--- config.mk ---
export PLATFORM = sky130hd
export DESIGN_NAME = md_unit_param_flat
export DESIGN_NICKNAME = d
export VERILOG_FILES = /design/src/rtl/md_unit_param_if.sv /design/src/rtl/md_unit_param.sv /design/src/flat_wrapper.sv
export SDC_FILE = /design/constraint.sdc
export NUM_CORES = 2
export LEC_CHECK = 0
export ABC_AREA = 0
export BUFFER_PORTS_ARGS = -buffer_cell sky130_fd_sc_hd__buf_2
export CORE_MARGIN = 3
export CORE_UTILIZATION = 60
export DETAILED_ROUTE_END_ITERATION = 8
export GPL_TIMING_DRIVEN = 0
export MAX_ROUTING_LAYER = met4
export PLACE_DENSITY = 0.86
export SLEW_MARGIN = 20
export SYNTH_ARGS = -nofsm -noshare
export SYNTH_HDL_FRONTEND = slang
export SYNTH_SLANG_ARGS = --single-unit
--- constraint.sdc ---
create_clock -name clk -period 11.5 [get_ports clk]
set_clock_uncertainty 0.15 [all_clocks]
set_input_delay 3.45 -clock clk [delete_from_list [all_inputs] [get_ports clk]]
set_output_delay 3.45 -clock clk [all_outputs]
set_load 0.005 [all_outputs]
--- src/rtl/md_unit_param_if.sv ---
// rtl/md_unit_param_if.sv - command/result bundle between the E-stage control and the mul/div unit
interface md_unit_param_if #(
  parameter int WIDTH = 32
);
  logic [3:0]       op;
  logic [WIDTH-1:0] dh;
  logic [WIDTH-1:0] dl;
  logic             cancel;
  logic             busy;
  logic [WIDTH-1:0] hi;
  logic [WIDTH-1:0] lo;
  logic             done;
  logic             div_zero;
  logic             invalid;

  modport master (
    output op, dh, dl, cancel,
    input  busy, hi, lo, done, div_zero, invalid
  );

  modport slave (
    input  op, dh, dl, cancel,
    output busy, hi, lo, done, div_zero, invalid
  );
endinterface

--- src/rtl/md_unit_param.sv ---
// rtl/md_unit_param.sv - parametrised multiply/divide/accumulate unit with HI/LO registers
module md_unit_param #(
  parameter int WIDTH      = 32,
  parameter int MUL_CYCLES = 5,
  parameter int DIV_CYCLES = 32
) (
  input logic            clk,
  input logic            rst,
  md_unit_param_if.slave bus
);
  localparam int MAX_CYCLES = (MUL_CYCLES > DIV_CYCLES) ? MUL_CYCLES : DIV_CYCLES;
  localparam int CW         = $clog2(MAX_CYCLES + 1);
  localparam logic [CW-1:0] MUL_N  = CW'(MUL_CYCLES);
  localparam logic [CW-1:0] DIV_N  = CW'(DIV_CYCLES);
  localparam logic [CW-1:0] ITER_N = CW'(WIDTH);

  localparam logic [3:0] OP_NOP   = 4'd0;
  localparam logic [3:0] OP_MULT  = 4'd1;
  localparam logic [3:0] OP_MULTU = 4'd2;
  localparam logic [3:0] OP_DIV   = 4'd3;
  localparam logic [3:0] OP_DIVU  = 4'd4;
  localparam logic [3:0] OP_MTHI  = 4'd5;
  localparam logic [3:0] OP_MTLO  = 4'd6;
  localparam logic [3:0] OP_MADD  = 4'd7;
  localparam logic [3:0] OP_MADDU = 4'd8;
  localparam logic [3:0] OP_MSUB  = 4'd9;
  localparam logic [3:0] OP_MSUBU = 4'd10;

  typedef enum logic [1:0] {IDLE, MUL, DIV} state_t;

  state_t state, state_n;

  logic [WIDTH-1:0]   hi_q, lo_q;
  logic               done_q, div_zero_q, invalid_q;
  logic [CW-1:0]      cnt;
  logic [3:0]         op_q;
  logic [WIDTH-1:0]   a_q, b_q;
  logic [2*WIDTH-1:0] acc_q;
  logic               mul_sgn_q;
  logic [WIDTH-1:0]   rem_q, quo_q, dvs_q;
  logic               neg_q, neg_r;

  logic start_mul, start_div, div_by_zero, bad_op, wr_hi, wr_lo, finish;

  // Operand conditioning at acceptance: signedness and divider magnitudes.
  logic             acc_signed_mul, acc_signed_div;
  logic [WIDTH-1:0] abs_dh, abs_dl;
  assign acc_signed_mul = (bus.op == OP_MULT) || (bus.op == OP_MADD) || (bus.op == OP_MSUB);
  assign acc_signed_div = (bus.op == OP_DIV);
  assign abs_dh = (acc_signed_div && bus.dh[WIDTH-1]) ? -bus.dh : bus.dh;
  assign abs_dl = (acc_signed_div && bus.dl[WIDTH-1]) ? -bus.dl : bus.dl;

  // One restoring-division step; an extra guard bit keeps the trial sign unambiguous.
  logic [WIDTH:0]   shifted;
  logic [WIDTH+1:0] trial;
  logic             step_ok, in_iter;
  logic [WIDTH-1:0] rem_step, quo_step, rem_fin, quo_fin, q_out, r_out;
  assign shifted  = {rem_q, quo_q[WIDTH-1]};
  assign trial    = {1'b0, shifted} - {2'b00, dvs_q};
  assign step_ok  = !trial[WIDTH+1];
  assign rem_step = step_ok ? trial[WIDTH-1:0] : shifted[WIDTH-1:0];
  assign quo_step = {quo_q[WIDTH-2:0], step_ok};
  assign in_iter  = (cnt <= ITER_N);
  // When DIV_CYCLES == WIDTH the final iteration lands on the write-back edge.
  assign rem_fin  = in_iter ? rem_step : rem_q;
  assign quo_fin  = in_iter ? quo_step : quo_q;
  assign q_out    = neg_q ? -quo_fin : quo_fin;
  assign r_out    = neg_r ? -rem_fin : rem_fin;

  // Full-width product from latched operands; accumulation wraps modulo 2^(2*WIDTH).
  logic [2*WIDTH-1:0] ext_a, ext_b, prod, mul_res;
  assign ext_a = mul_sgn_q ? {{WIDTH{a_q[WIDTH-1]}}, a_q} : {{WIDTH{1'b0}}, a_q};
  assign ext_b = mul_sgn_q ? {{WIDTH{b_q[WIDTH-1]}}, b_q} : {{WIDTH{1'b0}}, b_q};
  assign prod  = ext_a * ext_b;

  // Select plain product, accumulate or subtract by the latched op.
  always_comb begin
    mul_res = prod;
    case (op_q)
      OP_MADD, OP_MADDU: mul_res = acc_q + prod;
      OP_MSUB, OP_MSUBU: mul_res = acc_q - prod;
      default:           mul_res = prod;
    endcase
  end

  // Next-state and one-cycle control strobes; cancel outranks any op.
  always_comb begin
    state_n     = state;
    start_mul   = 1'b0;
    start_div   = 1'b0;
    div_by_zero = 1'b0;
    bad_op      = 1'b0;
    wr_hi       = 1'b0;
    wr_lo       = 1'b0;
    finish      = 1'b0;
    case (state)
      IDLE: begin
        if (!bus.cancel) begin
          case (bus.op)
            OP_NOP: ;
            OP_MULT, OP_MULTU, OP_MADD, OP_MADDU, OP_MSUB, OP_MSUBU: begin
              start_mul = 1'b1;
              state_n   = MUL;
            end
            OP_DIV, OP_DIVU: begin
              if (bus.dl == '0) begin
                div_by_zero = 1'b1;
              end else begin
                start_div = 1'b1;
                state_n   = DIV;
              end
            end
            OP_MTHI: wr_hi  = 1'b1;
            OP_MTLO: wr_lo  = 1'b1;
            default: bad_op = 1'b1;
          endcase
        end
      end
      MUL: begin
        if (bus.cancel) begin
          state_n = IDLE;
        end else if (cnt == MUL_N) begin
          finish  = 1'b1;
          state_n = IDLE;
        end
      end
      DIV: begin
        if (bus.cancel) begin
          state_n = IDLE;
        end else if (cnt == DIV_N) begin
          finish  = 1'b1;
          state_n = IDLE;
        end
      end
      default: state_n = IDLE;
    endcase
  end

  // State register.
  always_ff @(posedge clk) begin
    if (rst) state <= IDLE;
    else     state <= state_n;
  end

  // Datapath: operand latch, busy counter, divider iterations and HI/LO write-back.
  always_ff @(posedge clk) begin
    if (rst) begin
      hi_q       <= '0;
      lo_q       <= '0;
      done_q     <= 1'b0;
      div_zero_q <= 1'b0;
      invalid_q  <= 1'b0;
      cnt        <= '0;
      op_q       <= OP_NOP;
      a_q        <= '0;
      b_q        <= '0;
      acc_q      <= '0;
      mul_sgn_q  <= 1'b0;
      rem_q      <= '0;
      quo_q      <= '0;
      dvs_q      <= '0;
      neg_q      <= 1'b0;
      neg_r      <= 1'b0;
    end else begin
      done_q     <= finish;
      div_zero_q <= div_by_zero;
      invalid_q  <= bad_op;
      if (wr_hi) hi_q <= bus.dh;
      if (wr_lo) lo_q <= bus.dh;
      if (start_mul || start_div) begin
        cnt       <= CW'(1);
        op_q      <= bus.op;
        a_q       <= bus.dh;
        b_q       <= bus.dl;
        acc_q     <= {hi_q, lo_q};
        mul_sgn_q <= acc_signed_mul;
        rem_q     <= '0;
        quo_q     <= abs_dh;
        dvs_q     <= abs_dl;
        neg_q     <= acc_signed_div && (bus.dh[WIDTH-1] ^ bus.dl[WIDTH-1]);
        neg_r     <= acc_signed_div && bus.dh[WIDTH-1];
      end else if (state != IDLE) begin
        if (bus.cancel) begin
          cnt <= '0;
        end else if (finish) begin
          cnt <= '0;
          if (state == MUL) begin
            {hi_q, lo_q} <= mul_res;
          end else begin
            hi_q <= r_out;
            lo_q <= q_out;
          end
        end else begin
          cnt <= cnt + 1'b1;
          if (state == DIV && in_iter) begin
            rem_q <= rem_step;
            quo_q <= quo_step;
          end
        end
      end
    end
  end

  assign bus.busy     = (state != IDLE);
  assign bus.hi       = hi_q;
  assign bus.lo       = lo_q;
  assign bus.done     = done_q;
  assign bus.div_zero = div_zero_q;
  assign bus.invalid  = invalid_q;
endmodule

--- src/flat_wrapper.sv ---
// flat-port wrapper written by rule: the top's interface ports become plain ports
module md_unit_param_flat 
#(
  parameter int WIDTH      = 32,
  parameter int MUL_CYCLES = 5,
  parameter int DIV_CYCLES = 32
)
  (clk, rst, bus_op, bus_dh, bus_dl, bus_cancel, bus_busy, bus_hi, bus_lo, bus_done, bus_div_zero, bus_invalid);
  md_unit_param_if #(.WIDTH(WIDTH)) bus_i ();
  input logic clk;
  input logic rst;
  input wire logic [$bits(bus_i.op)-1:0] bus_op;
  input wire logic [$bits(bus_i.dh)-1:0] bus_dh;
  input wire logic [$bits(bus_i.dl)-1:0] bus_dl;
  input wire logic [$bits(bus_i.cancel)-1:0] bus_cancel;
  output wire logic [$bits(bus_i.busy)-1:0] bus_busy;
  output wire logic [$bits(bus_i.hi)-1:0] bus_hi;
  output wire logic [$bits(bus_i.lo)-1:0] bus_lo;
  output wire logic [$bits(bus_i.done)-1:0] bus_done;
  output wire logic [$bits(bus_i.div_zero)-1:0] bus_div_zero;
  output wire logic [$bits(bus_i.invalid)-1:0] bus_invalid;
  assign bus_i.op = bus_op;
  assign bus_i.dh = bus_dh;
  assign bus_i.dl = bus_dl;
  assign bus_i.cancel = bus_cancel;
  assign bus_busy = bus_i.busy;
  assign bus_hi = bus_i.hi;
  assign bus_lo = bus_i.lo;
  assign bus_done = bus_i.done;
  assign bus_div_zero = bus_i.div_zero;
  assign bus_invalid = bus_i.invalid;
  md_unit_param #(.WIDTH(WIDTH), .MUL_CYCLES(MUL_CYCLES), .DIV_CYCLES(DIV_CYCLES)) u_core (.clk(clk), .rst(rst), .bus(bus_i));
endmodule
# Yosys cells after proc, flatten, opt, wreduce, memory -nomap -nowiden
# Cells that the tools add are included.
# classes
n_addsub	8
mul	1
magnitude_cmp	1
eq_ne	25
mux	59
bitwise	5
reduce_logical	25
# ops
operator	n
$mux 32	24
$mux 64	2
$neg 32->32	4
$pmux 64 s2	1
$add 64x64->64	1
$mul 64x64->64	1
$sub 64x64->64	1
$sub 33x32->34	1
$logic_not 32->1	1
$eq 4x4->1 const B	6
$mux 1	21
$eq 4x3->1 const B	5
$mux 2	6
$mux 6	2
$reduce_or 11->1	1
$eq 4x2->1 const B	2
$reduce_and 4->1	2
$reduce_or 2->1	4
$add 6x1->6 const B	1
$eq 6x3->1 const B	1
$eq 6x6->1 const B	1
$le 6x6->1 const B	1
$ne 3x2->1 const B	2
$ne 3x3->1 const B	2
other kinds (20)	31
# word_totals
ff_bits	306
input_bits	71
out_inout_bits	68
elab_cells	142

# Logic depth before layout (Yosys ltp)
# logic_depth
depth_word	10
depth_mapped	51
mapped_depth_nobuf	48

# Worst setup path after synthesis
# No wires, ideal clock.
# synth_path
kind	reg2reg
start	reg u_core.a_q[31]
end	reg u_core.hi_q[24] (netlist: u_core.bus.hi[24])
setup_time_ps	86
t_arrival_ps	11534
t_required_ps	11264
setup_slack_ps	-269
stages_incl_launch_ff	47
path_buffers	4
synth_period_minus_slack_ps	11769
path_cell_list	dfxtp_1 clkbuf_1 clkbuf_1 nand2_1 fa_1 inv_1 fa_1 fa_1 fa_1 fa_1 inv_1 fa_1 inv_1 fa_1 fa_1 fa_1 inv_1 fa_1 [11 not listed] nor2_1 a21oi_1 xor2_1 ha_1 clkbuf_1 a21oi_1 o21ai_0 or4_1 a221oi_1 nand3_1 o2bb2ai_1 a21oi_1 a221o_1 a21oi_1 mux2_2 o2111ai_1 a21oi_1 a211oi_1
# synth_via
elab_chain_cells	9
elab_cells_between_ends	10
cone_classes	add/sub: 2; mul: 1; mux: 7
# synth_lines
item	line	text
start, declared	md_unit_param.sv:37	logic [WIDTH-1:0] a_q, b_q;
start signal, assigned	md_unit_param.sv:173	a_q <= bus.dh;
$mux 64 (*)	md_unit_param.sv:72	assign ext_a = mul_sgn_q ? {{WIDTH{a_q[WIDTH-1]}}, a_q} : {{WIDTH{1'b0}}, a_q};
$mul 64x64->64 (*)	md_unit_param.sv:74	assign prod = ext_a * ext_b;
$sub 64x64->64 or $add 64x64->64 (tied branches)	md_unit_param.sv:81, md_unit_param.sv:80	
$pmux 64 s2 (*)	md_unit_param.sv:79	case (op_q)
$mux 32 (*)	md_unit_param.sv:187	if (state == MUL) begin
$mux 32 (*)	md_unit_param.sv:185	end else if (finish) begin
$mux 32 (*)	md_unit_param.sv:183	if (bus.cancel) begin
$mux 32 (*)	md_unit_param.sv:182	end else if (state != IDLE) begin
$mux 32 (*)	md_unit_param.sv:170	if (start_mul || start_div) begin
end signal, assigned	md_unit_param.sv:168	if (wr_hi) hi_q <= bus.dh;
end signal, assigned	md_unit_param.sv:188	{hi_q, lo_q} <= mul_res;
end signal, assigned	md_unit_param.sv:190	hi_q <= r_out;
end, declared	md_unit_param.sv:33	logic [WIDTH-1:0] hi_q, lo_q;
# Mark *: on every way between the ends. The rest lies on a longest branch, timed or not.
# A chain may end at the register's enable or synchronous reset.

# Worst setup path in the final report
# layout_path
start	reg u_core.b_q[4]
end	reg u_core.hi_q[29] (netlist: u_core.bus.hi[29])
# layout_via
elab_chain_cells	9
elab_cells_between_ends	10
cone_classes	add/sub: 2; mul: 1; mux: 7
# layout_lines
item	line	text
start, declared	md_unit_param.sv:37	
start signal, assigned	md_unit_param.sv:174	b_q <= bus.dl;
$mux 64 (*)	md_unit_param.sv:73	assign ext_b = mul_sgn_q ? {{WIDTH{b_q[WIDTH-1]}}, b_q} : {{WIDTH{1'b0}}, b_q};
$mul 64x64->64 (*)	md_unit_param.sv:74	
$sub 64x64->64 or $add 64x64->64 (tied branches)	md_unit_param.sv:81, md_unit_param.sv:80	
$pmux 64 s2 (*)	md_unit_param.sv:79	
$mux 32 (*)	md_unit_param.sv:187	
$mux 32 (*)	md_unit_param.sv:185	
$mux 32 (*)	md_unit_param.sv:183	
$mux 32 (*)	md_unit_param.sv:182	
$mux 32 (*)	md_unit_param.sv:170	
# Marks and branches as above.

==> run_results.csv <==
group,metric,value,unit
run_status,status,"complete, but fails checks",
run_status,violations,"design-rule violations, negative setup slack",
floorplanning,die_area,125000,um^2
placed_design,place_inst,10336,
cts,clk_pin_slew,0.07,ns
floorplanning,core.rowCount,126,
floorplanning,initial_core_util,0.610,
timing,final.setup.worst_slack,-1.16,ns
grt,grt_pass1_wl,479000,um
setup_path,cpPeakStageDelay,0.69,ns
setup_path,startpoint,"u_core.b_q[4]$_SDFFE_PP0N_",
setup_path,slowest_stage,"fa_2",
routing,vias_per_cell,6.54,
yosys,synth_area_leaders,"fa_1 (40%), dfxtp_1 (8.4%), inv_1 (8.3%)",
floorplanning,die_y,354,um
min_path,worstHoldStart,"u_core.acc_q[26]$_SDFFE_PP0N_",
layout,layout-drive-gt1-share,0.147,
timing,grt_setup_unrepaired,"true",
power_and_ir_drop,p_total,5.64,mW
setup_path,cpLargestDelayFamily,"adder cells",
setup_path,worst_ep_required_time,11.94,ns
grt,grt.busiest_layer,"met2",
timing,slew_headroom,0.0854,
routing,drc_errors,2,
layout,area_growth,15.8,%
cts,worstSkewPairLatency,0.66,ns
yosys,synthFlopType,"dfxtp_1",
routing,final_antenna_net_count,0,
setup_path,path_buf_inv,8,
min_path,whs_endpoint,"u_core.acc_q[26]$_SDFFE_PP0N_",
placed_design,io_buffers,124,
routing,drt_first_pass_iters,9,
grt,gr-usage-met3,0.206,
min_path,hp-class,"reg -> reg",
yosys,synth-warning-count,0,
yosys,ys_seq_elements,305,
floorplanning,core,119000,um^2
yosys,synth_edf_count,0,
layout,final_cell_count_no_fill,10687,
power_and_ir_drop,power.leakage,40.0,nW
yosys,synth_commonest_cells,"inv_1 (1601), fa_1 (1435), nand2_1 (1220), and2_1 (581), a21oi_1 (445)",
grt,overflow,0,
yosys,async_reset_ff_frac,0,
min_path,hold_depth,2,
setup_path,regToRegStartpoint,"u_core.b_q[4]$_SDFFE_PP0N_",
timing,tightest_slew,1.36,ns
cts,clock-root-buffer,"clkbuf_16",
setup_path,criticalPathCategory,"reg -> reg",
timing,fin_setup_tns,-22.56,ns
yosys,synthesis.area,72600,um^2
grt,track_usage,0.547,
routing,vias,69883,
yosys,synth_cell_type_count,104,
routing,wl,338000,um
yosys,yosys.area.top_type,"fa_1",
cts,clock_path_buffers,3,
grt,grt_max_degree,27,
timing,hold_viol,0,
timing,finalCritPeriodShare,1.10,
timing,slew_violations,0,
setup_path,r2r-end,"u_core.bus.hi[29]$_SDFF_PP0_",
grt,grt_pass1_vias,70432,
routing,drt_iter0_drc,9714,
setup_path,worstPathArrival,13.10,ns
cts,ctsHoldBuffers,0,
setup_path,worstPathMaxFanout,8,
power_and_ir_drop,powerDensity,67.1,nW/um^2
yosys,synth_top_area_frac,0.396,
yosys,syn_nets,10519,
timing,max_freq,79.0,MHz
yosys,avgSynthCellArea,8.43,um^2
yosys,synth.most_common_cell,"inv_1",
cts,htreeDepth,1,
floorplanning,pin_count,139,
setup_path,critPathLaunchType,"flop",
placed_design,hpwl,267000,um
floorplanning,die_w,354,um
grt,antenna_found_initial,34,
grt,use_met1,0.614,
timing,setup_viol,32,
cts,cts_buffers,31,
layout,layout.nets,10924,
setup_path,reg2reg_depth,45,
yosys,netlist_instances,8608,
setup_path,r2r_slack,-1.16,ns
setup_path,crit_top_cell,"fa_1",
yosys,seq_area_frac_synth,0.0842,
grt,use_met2,0.768,
placed_design,place.gp.congestion,1.14,
layout,fillers,9039,
cts,cts_sinks,305,
power_and_ir_drop,ir_worst_vdd,0.134,mV
job,drv_cap,0,
cts,cts_tree,"built",
routing,routedWlPerCell,31.6,um
timing,fin_crit,12.66,ns
setup_path,endpoint_kind,"flop",
tightest hold or removal path, cell delays in order, from the launching register on:
cell and delay, ns:
dfxtp_1 0.32, nand2_1 0.05, a21oi_1 0.05
layout by cell type, fill, tap and decap left out, types with 43 or more instances in the layout:
cell,n
nand2_1,1193
dfxtp_4,49
fa_2,76
xnor2_1,170
nor3_1,67
buf_4,247
clkbuf_8,63
clkbuf_16,68
buf_6,48
inv_1,1553
nand2b_1,47
o21ai_0,185
a21o_1,80
a21oi_2,48
diode_2,49
a31oi_1,44
fa_1,1359
a211oi_1,125
dfxtp_1,245
nand3_1,67
and3_1,51
a311oi_1,43
nor2_1,359
mux2i_1,60
and2_1,566
clkbuf_1,207
a21oi_1,377
ha_1,346
buf_2,144
xor2_1,112
cells by family after synthesis:
group / Yosys count / synth area share
DFF: 305 / 0.0842
AOI/OAI and AO/OA: 1353 / 0.121
and+or+nand+nor: 2643 / 0.173
buffers and inverters: 2078 / 0.108
muxes: 64 / 0.00888
xor gates and xnor gates: 324 / 0.0392
adders and majority gates: 1841 / 0.466
power by group:
group | switching (mW) | internal [mW]
Sequential | 0.0925 | 1.09
Combinational | 2.05 | 1.19
Clock | 0.539 | 0.668
per-stage QoR:
| step | worst slack, ns | utilization | area, um^2 | hold slack (ns) |
|---|---|---|---|---|
| floorplan | -0.0485 | - | 72600 | 0.286 |
| global placement | -4.22 | 0.632 | 75200 | 0.300 |
| detailed placement | -3.72 | 0.633 | 75300 | 0.305 |
| CTS | -0.669 | 0.684 | 81400 | 0.316 |
| global route | -1.33 | 0.705 | 84000 | 0.333 |
| finish | -1.16 | 0.706 | 84000 | 0.321 |
sequential cells by signal, indices dropped and copies added (netlist names), 2 cells and up:
name / count
u_core.state: 2
u_core.cnt: 6
u_core.bus.lo: 32
u_core.acc_q: 64
u_core.a_q: 32
u_core.bus.hi: 32
u_core.quo_q: 32
u_core.rem_q: 32
u_core.b_q: 31
u_core.op_q: 4
u_core.dvs_q: 32
timing repair:
action / in CTS / in global routing
gates cloned: 0 / 4
setup buffers: 142 / 141
setup endpoints to repair: 46 / 40
pin swaps: 187 / 209
resized for setup: 1064 / 354
how the worst max path moves through the flow:
stage / slack, ns / to / depth (start not counted)
5_1_grt: -1.33 / u_core.bus.hi[31]$_SDFF_PP0_ / 46
3_5_place_dp: -3.72 / u_core.bus.hi[30]$_SDFF_PP0_ / 42
4_1_cts: -0.67 / u_core.bus.hi[26]$_SDFF_PP0_ / 47
3_3_place_gp: -4.22 / u_core.bus.hi[21]$_SDFF_PP0_ / 40
6_report: -1.16 / u_core.bus.hi[29]$_SDFF_PP0_ / 45
2_1_floorplan: -0.05 / u_core.bus.hi[24]$_SDFF_PP0_ / 46
cell type report:
type	instances	area, um^2	area share
clock inverters	23	348	0.00414
inverters	1601	6040	0.0719
clock buffers	35	801	0.00953
well taps	1600	2000	0.0238
flip-flops and latches	305	6300	0.0750
multi-input cells	6225	61600	0.734
repair buffers	411	3100	0.0369
plain buffers	438	3630	0.0432
diodes	49	123	0.00146
routing by layer:
metal / vias up / wire (um)
met2: 5913 / 137000
met5: - / 0
met1: 34035 / 109000
met4: 0 / 41200
met3: 2083 / 50600
li1: 27852 / -
No activity file was read; power rests on OpenSTA's default activity.
